[src/rtl/euler_pkg.sv]
// Shared types and sizes for the problem-solver blocks.
// PRIME_TESTER_WHEEL6_EN enables the 6k+-1 wheel helper below.
package euler_pkg;

  localparam int unsigned PRIME_W    = 32;
  localparam int unsigned DIV_CYCLES = 33;
  localparam int unsigned D_W        = PRIME_W + 1;
  localparam int unsigned SQ_W       = 2 * PRIME_W;

  typedef enum logic [2:0] {
    IDLE,
    SMALL,
    LAUNCH,
    DIV,
    NEXT,
    DONE
  } prime_state_t;

`ifdef PRIME_TESTER_WHEEL6_EN
  // Combinational multiple-of-3 test, kept out of the serial divider.
  function automatic logic is_mult3(input logic [PRIME_W-1:0] x);
    return (x % PRIME_W'(3)) == '0;
  endfunction
`endif

endpackage

[src/rtl/prime_tester_if.sv]
// Request/verdict handshake between a solver and prime_tester.
interface prime_tester_if;
  import euler_pkg::*;

  logic               start;
  logic [PRIME_W-1:0] value;
  logic               result;
  logic               done;
  logic               busy;

  modport master (output start, output value, input result, input done, input busy);
  modport slave  (input start, input value, output result, output done, output busy);

endinterface

[src/rtl/prime_tester_seq_mod32.sv]
// seq_mod32: restoring serial remainder, one quotient bit per cycle.
// div_done pulses for one cycle DIV_CYCLES cycles after div_start.
module seq_mod32
  import euler_pkg::*;
(
  input  logic               clk,
  input  logic               rst_n,
  input  logic               div_start,
  input  logic [PRIME_W-1:0] dividend,
  input  logic [PRIME_W-1:0] divisor,
  output logic [PRIME_W-1:0] remainder,
  output logic               div_done
);

  localparam int unsigned ITER  = DIV_CYCLES - 1;
  localparam int unsigned CNT_W = 6;

  logic               running;
  logic [CNT_W-1:0]   cnt;
  logic [PRIME_W-1:0] acc;
  logic [PRIME_W-1:0] shreg;
  logic [PRIME_W-1:0] dsr;
  logic [PRIME_W:0]   partial;
  logic               fits;
  logic [PRIME_W-1:0] acc_next;

  // One restoring step: shift in the next dividend bit, subtract if it fits.
  always_comb begin
    partial  = {acc, shreg[PRIME_W-1]};
    fits     = partial >= {1'b0, dsr};
    acc_next = fits ? PRIME_W'(partial - {1'b0, dsr}) : partial[PRIME_W-1:0];
  end

  // Iteration control; the last step also registers the remainder.
  always_ff @(posedge clk) begin
    if (!rst_n) begin
      running   <= 1'b0;
      cnt       <= '0;
      acc       <= '0;
      shreg     <= '0;
      dsr       <= '0;
      remainder <= '0;
      div_done  <= 1'b0;
    end else begin
      div_done <= 1'b0;
      if (div_start) begin
        running <= 1'b1;
        cnt     <= '0;
        acc     <= '0;
        shreg   <= dividend;
        dsr     <= divisor;
      end else if (running) begin
        acc   <= acc_next;
        shreg <= shreg << 1;
        if (cnt == CNT_W'(ITER - 1)) begin
          remainder <= acc_next;
          div_done  <= 1'b1;
          running   <= 1'b0;
        end else begin
          cnt <= cnt + CNT_W'(1);
        end
      end
    end
  end

endmodule

[src/rtl/prime_tester.sv]
// prime_tester: trial-division primality test under a start/done level handshake.
// Define PRIME_TESTER_WHEEL6_EN for the 6k+-1 wheel (same verdicts, lower latency).
module prime_tester
  import euler_pkg::*;
#(
  parameter int unsigned WIDTH = PRIME_W
) (
  input  logic           clk,
  input  logic           rst_n,
  prime_tester_if.slave  bus
);

`ifdef PRIME_TESTER_WHEEL6_EN
  localparam logic [D_W-1:0]  D_INIT  = D_W'(5);
  localparam logic [SQ_W-1:0] SQ_INIT = SQ_W'(25);
`else
  localparam logic [D_W-1:0]  D_INIT  = D_W'(3);
  localparam logic [SQ_W-1:0] SQ_INIT = SQ_W'(9);
`endif

  prime_state_t       state, state_next;
  logic [WIDTH-1:0]   n, n_next;
  logic [D_W-1:0]     d, d_next;
  logic [SQ_W-1:0]    sq, sq_next;
  logic               result, result_next;
  logic               done, done_next;
  logic               busy, busy_next;
  logic               div_start;
  logic               div_done;
  logic [PRIME_W-1:0] remainder;
`ifdef PRIME_TESTER_WHEEL6_EN
  logic               step4, step4_next;
`endif

  seq_mod32 u_div (
    .clk       (clk),
    .rst_n     (rst_n),
    .div_start (div_start),
    .dividend  (n),
    .divisor   (d[PRIME_W-1:0]),
    .remainder (remainder),
    .div_done  (div_done)
  );

  // Next-state, datapath updates and registered-output targets.
  always_comb begin
    state_next  = state;
    n_next      = n;
    d_next      = d;
    sq_next     = sq;
    result_next = result;
    div_start   = 1'b0;
`ifdef PRIME_TESTER_WHEEL6_EN
    step4_next  = step4;
`endif

    case (state)
      IDLE: begin
        if (bus.start) begin
          n_next     = bus.value;
          state_next = SMALL;
        end
      end
      SMALL: begin
        state_next = DONE;
        if (n < WIDTH'(2)) begin
          result_next = 1'b0;
        end else if (n == WIDTH'(2) || n == WIDTH'(3)) begin
          result_next = 1'b1;
        end else if (!n[0]) begin
          result_next = 1'b0;
`ifdef PRIME_TESTER_WHEEL6_EN
        end else if (is_mult3(n)) begin
          result_next = 1'b0;
`endif
        end else begin
          d_next     = D_INIT;
          sq_next    = SQ_INIT;
          state_next = LAUNCH;
`ifdef PRIME_TESTER_WHEEL6_EN
          step4_next = 1'b0;
`endif
        end
      end
      LAUNCH: begin
        if (sq > SQ_W'(n)) begin
          result_next = 1'b1;
          state_next  = DONE;
        end else begin
          div_start  = 1'b1;
          state_next = DIV;
        end
      end
      DIV: begin
        if (div_done) begin
          if (remainder == '0) begin
            result_next = 1'b0;
            state_next  = DONE;
          end else begin
            state_next = NEXT;
          end
        end
      end
      NEXT: begin
        // (d+s)^2 = d^2 + 2sd + s^2 with s = 2 or 4.
`ifdef PRIME_TESTER_WHEEL6_EN
        if (step4) begin
          sq_next = sq + (SQ_W'(d) << 3) + SQ_W'(16);
          d_next  = d + D_W'(4);
        end else begin
          sq_next = sq + (SQ_W'(d) << 2) + SQ_W'(4);
          d_next  = d + D_W'(2);
        end
        step4_next = !step4;
`else
        sq_next = sq + (SQ_W'(d) << 2) + SQ_W'(4);
        d_next  = d + D_W'(2);
`endif
        state_next = LAUNCH;
      end
      DONE: begin
        if (!bus.start) state_next = IDLE;
      end
      default: state_next = IDLE;
    endcase

    // Requester withdrew mid-test: abandon the work, keep the old verdict.
    if ((state inside {SMALL, LAUNCH, DIV, NEXT}) && !bus.start) begin
      state_next  = IDLE;
      result_next = result;
      div_start   = 1'b0;
    end

    done_next = (state_next == DONE);
    busy_next = !(state_next inside {IDLE, DONE});
  end

  // State and datapath registers.
  always_ff @(posedge clk) begin
    if (!rst_n) begin
      state  <= IDLE;
      n      <= '0;
      d      <= '0;
      sq     <= '0;
      result <= 1'b0;
      done   <= 1'b0;
      busy   <= 1'b0;
`ifdef PRIME_TESTER_WHEEL6_EN
      step4  <= 1'b0;
`endif
    end else begin
      state  <= state_next;
      n      <= n_next;
      d      <= d_next;
      sq     <= sq_next;
      result <= result_next;
      done   <= done_next;
      busy   <= busy_next;
`ifdef PRIME_TESTER_WHEEL6_EN
      step4  <= step4_next;
`endif
    end
  end

  assign bus.result = result;
  assign bus.done   = done;
  assign bus.busy   = busy;

endmodule

[src/flat_wrapper.sv]
// flat-port wrapper written by rule: the top's interface ports become plain ports
module prime_tester_flat import euler_pkg::*;
#(
  parameter int unsigned WIDTH = PRIME_W
)
  (clk, rst_n, bus_start, bus_value, bus_result, bus_done, bus_busy);
  prime_tester_if bus_i ();
  input  logic clk;
  input  logic rst_n;
  input wire logic [$bits(bus_i.start)-1:0] bus_start;
  input wire logic [$bits(bus_i.value)-1:0] bus_value;
  output wire logic [$bits(bus_i.result)-1:0] bus_result;
  output wire logic [$bits(bus_i.done)-1:0] bus_done;
  output wire logic [$bits(bus_i.busy)-1:0] bus_busy;
  assign bus_i.start = bus_start;
  assign bus_i.value = bus_value;
  assign bus_result = bus_i.result;
  assign bus_done = bus_i.done;
  assign bus_busy = bus_i.busy;
  prime_tester #(.WIDTH(WIDTH)) u_core (.clk(clk), .rst_n(rst_n), .bus(bus_i));
endmodule
[config.mk]
export PLATFORM = sky130hd
export DESIGN_NAME = prime_tester_flat
export DESIGN_NICKNAME = d
export VERILOG_FILES = /design/src/rtl/euler_pkg.sv /design/src/rtl/prime_tester_if.sv /design/src/rtl/prime_tester_seq_mod32.sv /design/src/rtl/prime_tester.sv /design/src/flat_wrapper.sv
export SDC_FILE = /design/constraint.sdc
export NUM_CORES = 1
export LEC_CHECK = 0
export ABC_AREA = 1
export CORE_ASPECT_RATIO = 0.75
export CORE_MARGIN = 2
export CORE_UTILIZATION = 25
export DETAILED_ROUTE_END_ITERATION = 10
export SLEW_MARGIN = 0
export SYNTH_ARGS = -nofsm -noshare
export SYNTH_HDL_FRONTEND = slang
export SYNTH_HIERARCHICAL = 1
export SYNTH_SLANG_ARGS = --single-unit
export TNS_END_PERCENT = 20
[constraint.sdc]
create_clock -name clk -period 7.56 [get_ports clk]
set_input_delay 1.134 -clock clk [delete_from_list [all_inputs] [get_ports clk]]
set_output_delay 1.134 -clock clk [all_outputs]
set_load 0.005 [all_outputs]
==> results of run 1 <==
[cell families (layout without fill, tap and decap cells)]
family	Yosys count	count (layout)	share of synthesized area (%)
AND/OR/NAND/NOR	1614	1614	37.6
buffers and inverters	538	553	11.2
AO/OA/AOI/OAI	432	432	12.6
flip-flops	270	270	28.6
adder cells (fa/ha/maj)	133	133	8.89
XOR/XNOR	22	22	1.02
[sequential cells by signal (all words and copies together), names as in the netlist, 6 cells and up]
name                    cells
u_core/n                   32
u_core/u_div/acc           32
u_core/u_div/remainder     32
u_core/u_div/shreg         32
u_core/u_div/dsr           32
u_core/d                   33
u_core/u_div/cnt            6
u_core/sq                  63
[cell type report]
type                            instances  area [sq um]
Tap cell                              979          1220
Inverter                              452          1700
Multi-Input combinational cell       2201         11400
Sequential cell                       270          5410
Timing Repair Buffer                   49           458
Fill cell                            8319         53900
Clock inverter                          9           106
Clock buffer                           43           838
[metal layers]
metal  track usage, %  part of all wire, %
met5                0                    0
met4             2.03                  1.4
met3             2.47                  7.1
met2             19.7                   38
met1             22.5                   53
[cell usage in the layout, fill, tap and decap left out, drive strengths merged, types with 2 or more instances in the layout]
| master | synthesis | routed |
|---|---|---|
| nor3b | 3 | 3 |
| a31o | 3 | 3 |
| a22oi | 22 | 22 |
| nand4 | 34 | 34 |
| clkbuf | 49 | 43 |
| a31oi | 5 | 5 |
| or2 | 17 | 17 |
| o21a | 34 | 34 |
| o21bai | 3 | 3 |
| nor2 | 344 | 344 |
| ha | 131 | 131 |
| buf | 37 | 13 |
| bufinv | 0 | 2 |
| nor3 | 24 | 24 |
| clkdlybuf4s50 | 0 | 36 |
| nand3b | 14 | 14 |
| a21oi | 235 | 235 |
| dfxtp | 270 | 270 |
| a211oi | 2 | 2 |
| nand2 | 911 | 911 |
| xor2 | 21 | 21 |
| clkinv | 2 | 6 |
| nand3 | 247 | 247 |
| o21ai | 118 | 118 |
| fa | 2 | 2 |
| and2 | 6 | 6 |
| o211ai | 2 | 2 |
| nor4 | 13 | 13 |
| inv | 450 | 453 |
| a21o | 4 | 4 |
[through the flow]
stage | power, uW | hold WS (ns) | cells | setup slack (ns)
after floorplan | 6960 | 0.424 | 3009 | 4.86
final | 9550 | 0.457 | 4003 | 3.67
after CTS | 9540 | 0.457 | 4003 | 3.70
after global routing | 10300 | 0.482 | 4003 | 3.16
after detailed placement | 8060 | 0.443 | 3951 | 3.51
after global placement | 8030 | 0.447 | 3951 | 3.60
[worst reg2reg max path: cells and delay by family (launching register included)]
family	cells	cell delay (ns)
buf+inv	5	1.14
flops	1	0.33
fa+ha+maj	1	0.30
simple gates	14	2.02
[power by group through the flow]
stage / combinational [uW] / clock (uW) / sequential [uW]
after global placement: 6290 / 0 / 1740
after CTS: 6340 / 1490 / 1710
final: 6380 / 1450 / 1720
after global routing: 7060 / 1540 / 1730
after floorplan: 5250 / 0 / 1700
after detailed placement: 6310 / 0 / 1740
[worst max-delay path by stage]
stage / start / to / slack [ns] / cells after the start
after detailed placement: bus_start / u_core/u_div/remainder[30] / 3.51 / 12
after global placement: bus_start / u_core/u_div/remainder[21] / 3.60 / 12
after CTS: u_core/n[15] / u_core/u_div/remainder[17] / 3.70 / 20
after global routing: u_core/n[15] / u_core/u_div/remainder[24] / 3.16 / 20
after floorplan: u_core/n[31] / u_core/u_div/remainder[0] / 4.86 / 19
final: u_core/n[15] / u_core/u_div/remainder[17] / 3.67 / 20
==> results.toml, run 1 <==
[outcome]
status = "finished clean"

[layout]
drive_above_1_share_pct = 6.25
antenna_cells = 0
utilization_pct = 28.1
stdcell_area_sq_um = 21100
nets = 3171
syn_to_final_growth_pct = 11.7

[power]
intPower_uw = 4290
cellPowerDensity_nw_per_um2 = 453
power.leakage_uw = 0.0102
power_frac_seq_pct = 18.0
clkPwrFrac_pct = 15.2
sw_frac_of_total_pct = 55.0
p_switching_uw = 5260
peakVddDrop_uv = 1020
pwr-share-comb_pct = 66.8

[logic_synthesis]
netlist_instances = 3009
synth.top_cell.area_share_pct = 28.6
synth_edf_count = 0
synth_top_cell_by_area = "dfxtp_1"
ys_types = 54
synth-main-ff-cell = "dfxtp_1"
netlist_area_sq_um = 18900
syn_nets = 3177
synthTopCellsByCount = "864 x nand2_1, 432 x inv_1, 325 x nor2_1, 270 x dfxtp_1, 236 x nand3_1"
async_flop_share_pct = 0
synth_warnings = 6
postSynthAreaPerCell_sq_um = 6.28
yosysSeqAreaShare_pct = 28.6
ys_ff_latch = 270
yosys-top-cells-area = "dfxtp_1 29%, nand2_1 17%, ha_1 8.7%"
yosysMostFrequentCell = "nand2_1"

[critical_path]
crit_buf_inv = 5
worstPathArrival_ns = 4.35
crit_path_start_kind = "register"
worst_path_most_repeated_cell = "nand2_1"
reg2reg_to = "u_core/u_div/remainder[17]"
required_ns = 8.02
end_kind = "register"
crit_type = "reg2reg"
crit_family = "simple AND/OR/NAND/NOR gates"
r2r_start = "u_core/n[15]"
critPathMaxFanout = 64
ff2ff_path_depth = 20
ff2ff_setup_slack_ns = 3.67
cp_cell_sequence = "inv_1 > ha_1 > nand2_1 > nor2_1 > inv_1 > nor2_1 > nand2_1 > nand2_1 > nand2_1 > nand3_1 > nand2_1 > nand2_1 > nor2_2 > nor2_4 > inv_1 > nor2_4 > buf_4 > nand3_1 > nand2_1 > inv_1"
crit_slowest_cell = "buf_4"
slowest_delay_ns = 0.57

[worst_hold_path]
hp-class = "reg2reg"
whs_endpoint = "u_core/u_div/cnt[5]"
hold_path_depth = 1
hp-start = "u_core/u_div/cnt[5]"

[timing]
fmax_ghz = 0.257
slew_violations = 0
period_minus_slack_ns = 3.89
period_share_pct = 51.5
hold_violations = 0
tns_ns = 0
slew_headroom_pct = 30.3
setup_viol = 0
clock_skew_ns = 0.0231
rsz0062_at_grt = "false"
worstMarginPinSlew_ns = 1.04

[cts]
cts_tree = "done"
cts_buffer_depth = 3
ctsHoldBuffers = 0
numCtsBuffers = 29
clkTransAtPathRegs_ns = 0.06
post_cts_buffers = 0
clkLatencyLatePin_ns = 0.58
cts_resized = 0
htree_levels = 1
root_buffer = "clkbuf_16"
clock_sinks = 270

[global_routing]
antenna_found_initial = 0
grt_pass1_wl_microns = 90400
grt_pass1_vias = 16600
grt_use_total_pct = 14.1
grt_max_degree = 70
gr-total-overflow = 0

[detailed_routing]
drt_iter0_markers = 1593
ant_nets = 0
drtPass1Iterations = 5
avgViaCountPerCell = 4.62
drc = 0
vias = 18500
wl_per_cell_microns = 14.0
wl_microns = 55900

[run]
max-cap-violations = 0

[die]
die_width_microns = 321
row_count = 87
io_pins = 38
design.die.area_sq_um = 77800
dieHeight_microns = 242
design.core.area_sq_um = 75000
initial_core_util_pct = 25.2

[placement]
portBuffers = 37
routabilityCongestion = 0.983
place_area_sq_um = 20200
hpwl_microns = 42600
Power figures use the tool's default switching activity.
==> run 2: changes to the inputs <==
==> constraint.sdc (replaced) <==
create_clock -name clk -period 3.9 [get_ports clk]
set_input_delay 0.585 -clock clk [delete_from_list [all_inputs] [get_ports clk]]
set_output_delay 0.585 -clock clk [all_outputs]
set_load 0.005 [all_outputs]
==> run 2 against run 1 <==
Setup slack worse by 3.2 ns. Via count down 0.55%. Register-to-register slack worse by 3.2 ns. Total power up 100%. Clock skew down 0.00089 ns. Non-clock buffer count up 8. Final area up 0.62%. First-iteration DRC count up 12%. Sequential cell count unchanged. Count of clock-buffer cells in the layout down 7. Global-route usage up 0.55 points. Cell count up 0.17%. Critical path type unchanged. Highest routed layer unchanged.
==> results.toml, run 2 (synthesis gave the netlist of run 1 again) <==
[cts]
numCtsBuffers = 28
htree_levels = 1
ctsHoldBuffers = 0
cts_buffer_depth = 3
clock_sinks = 270
root_buffer = "clkbuf_16"
post_cts_buffers = 0
clkTransAtPathRegs_ns = 0.07
cts_tree = "done"
clkLatencyLatePin_ns = 0.59

[global_routing]
grt_use_total_pct = 14.7
grt_util_met1_pct = 23.7
grt_pass1_wl_microns = 92900
gr-total-overflow = 0
antenna_found_initial = 0
grt_pass1_vias = 16700
global_route.usage.met3_pct = 2.41
use_met2_pct = 20.2
grt.busiest_layer = "met1"
grt_max_degree = 65

[power]
power.leakage_uw = 0.0102
intPower_uw = 8630
finalPower_uw = 19100
peakVddDrop_uv = 1370
cellPowerDensity_nw_per_um2 = 898
power_frac_seq_pct = 17.3
sw_frac_of_total_pct = 54.7
p_switching_uw = 10400
clkPwrFrac_pct = 15.4
pwr-share-comb_pct = 67.2

[critical_path]
crit_path_start_kind = "register"
crit_type = "reg2reg"
critPathMaxFanout = 34
worstPathArrival_ns = 3.86
end_kind = "register"
required_ns = 4.38

[layout]
largest_register = "u_core/sq"
final_common_cell = "nand2_1"
layout_common_cells = "864 x nand2_1, 431 x inv_1, 323 x nor2_1"
nets = 3179
largest_registers = "u_core/sq x63, u_core/d x33"
drive_above_1_share_pct = 6.66
largest_reg_flops = 63
syn_to_final_growth_pct = 12.4
utilization_pct = 28.3
antenna_cells = 0

[detailed_routing]
vias = 18400
avgViaCountPerCell = 4.58
drt_iter0_markers = 1788
ant_nets = 0
drc = 0
drtPass1Iterations = 6
wl_microns = 57900
wl_per_cell_microns = 14.5

[die]
row_count = 87
die_width_microns = 321
io_pins = 38
initial_core_util_pct = 25.2
design.die.area_sq_um = 77800
dieHeight_microns = 242
design.core.area_sq_um = 75000

[timing]
layout_setup_ws_ns = 0.517
period_share_pct = 86.8
fmax_ghz = 0.296
worstMarginPinSlew_ns = 0.781
setup_viol = 0
rsz0062_at_grt = "false"
slew_headroom_pct = 47.8
tns_ns = 0
period_minus_slack_ns = 3.38
clock_skew_ns = 0.0222
hold_violations = 0
slew_violations = 0

[placement]
hpwl_microns = 44300
portBuffers = 37
routabilityCongestion = 0.940
dp_worst_setup_slack_ns = 0.373

[run]
max-cap-violations = 0

[outcome]
status = "finished clean"

[worst_hold_path]
hp-class = "reg2reg"
[run 2: cell types whose count changed in the layout (fill, tap and decap cells not counted)]
| cell | delta |
|---|---|
| buf_4 | +6 |
| clkbuf_1 | -6 |
| clkinvlp_4 | +5 |
| inv_6 | -3 |
| buf_12 | +2 |
| bufinv_16 | +2 |
| clkbuf_8 | -1 |
| clkinv_2 | +1 |
| nor2_2 | +1 |
[run 2: critical path, stage by stage (launching register included)]
cell     delay, ns
dfxtp_1       0.39
inv_1         0.11
nand4_1       0.15
nor2_1        0.12
nand2_1       0.06
nor2_1        0.35
nand4_1       0.30
nand2_1       0.15
nand2_1       0.12
nor2_2        0.34
buf_4         0.44
nor2_2        0.05
buf_4         0.27
a22oi_1       0.18
o21ai_0       0.12
nand2_1       0.07
inv_1         0.04
[run 2: layer usage]
| metal | part of all wire, % | vias to the layer above |
|---|---|---|
| li1 | - | 9590 |
| met1 | 53 | 8261 |
| met2 | 38 | 481 |
| met3 | 7.5 | 52 |
| met4 | 1.2 | 0 |
| met5 | 0 | - |
[run 2: final cells by class]
class	count	area [sq um]
repair buffers	57	543
well taps	979	1220
fillers	8345	53800
clock inverters	14	183
multi-input cells	2202	11400
clock buffers	36	802
inverters	452	1700
flip-flops and latches	270	5410
[run 2: worst paths after layout]
path                            to  depth (start not counted)  slack (ns)                  from
max          u_core/u_div/shreg[6]                         16        0.52         u_core/sq[36]
min           u_core/u_div/dsr[26]                          2        0.47  u_core/u_div/dsr[26]
max reg2reg  u_core/u_div/shreg[6]                         16        0.52         u_core/sq[36]
min reg2reg   u_core/u_div/dsr[26]                          2        0.47  u_core/u_div/dsr[26]
[run 2: what timing repair did]
action,4_1_cts,5_1_grt
hold endpoints to repair,0,0
setup endpoints to repair,0,32
resized for setup,0,0
[run 2: per-stage QoR]
stage               instances  area, sq um  hold WS (ns)
finish                   4010        21200         0.466
global route             4010        21200         0.471
CTS                      4009        21200         0.442
detailed placement       3959        20200         0.451
global placement         3959        20200         0.445
floorplan                3009        18900         0.424
[run 2: power groups by stage]
stage | Sequential [uW] | Clock [uW] | Combinational (uW)
floorplan | 3300 | 0 | 10200
global placement | 3350 | 0 | 12600
global route | 3340 | 3140 | 14100
finish | 3300 | 2940 | 12800
CTS | 3300 | 3030 | 12700
detailed placement | 3360 | 0 | 12700
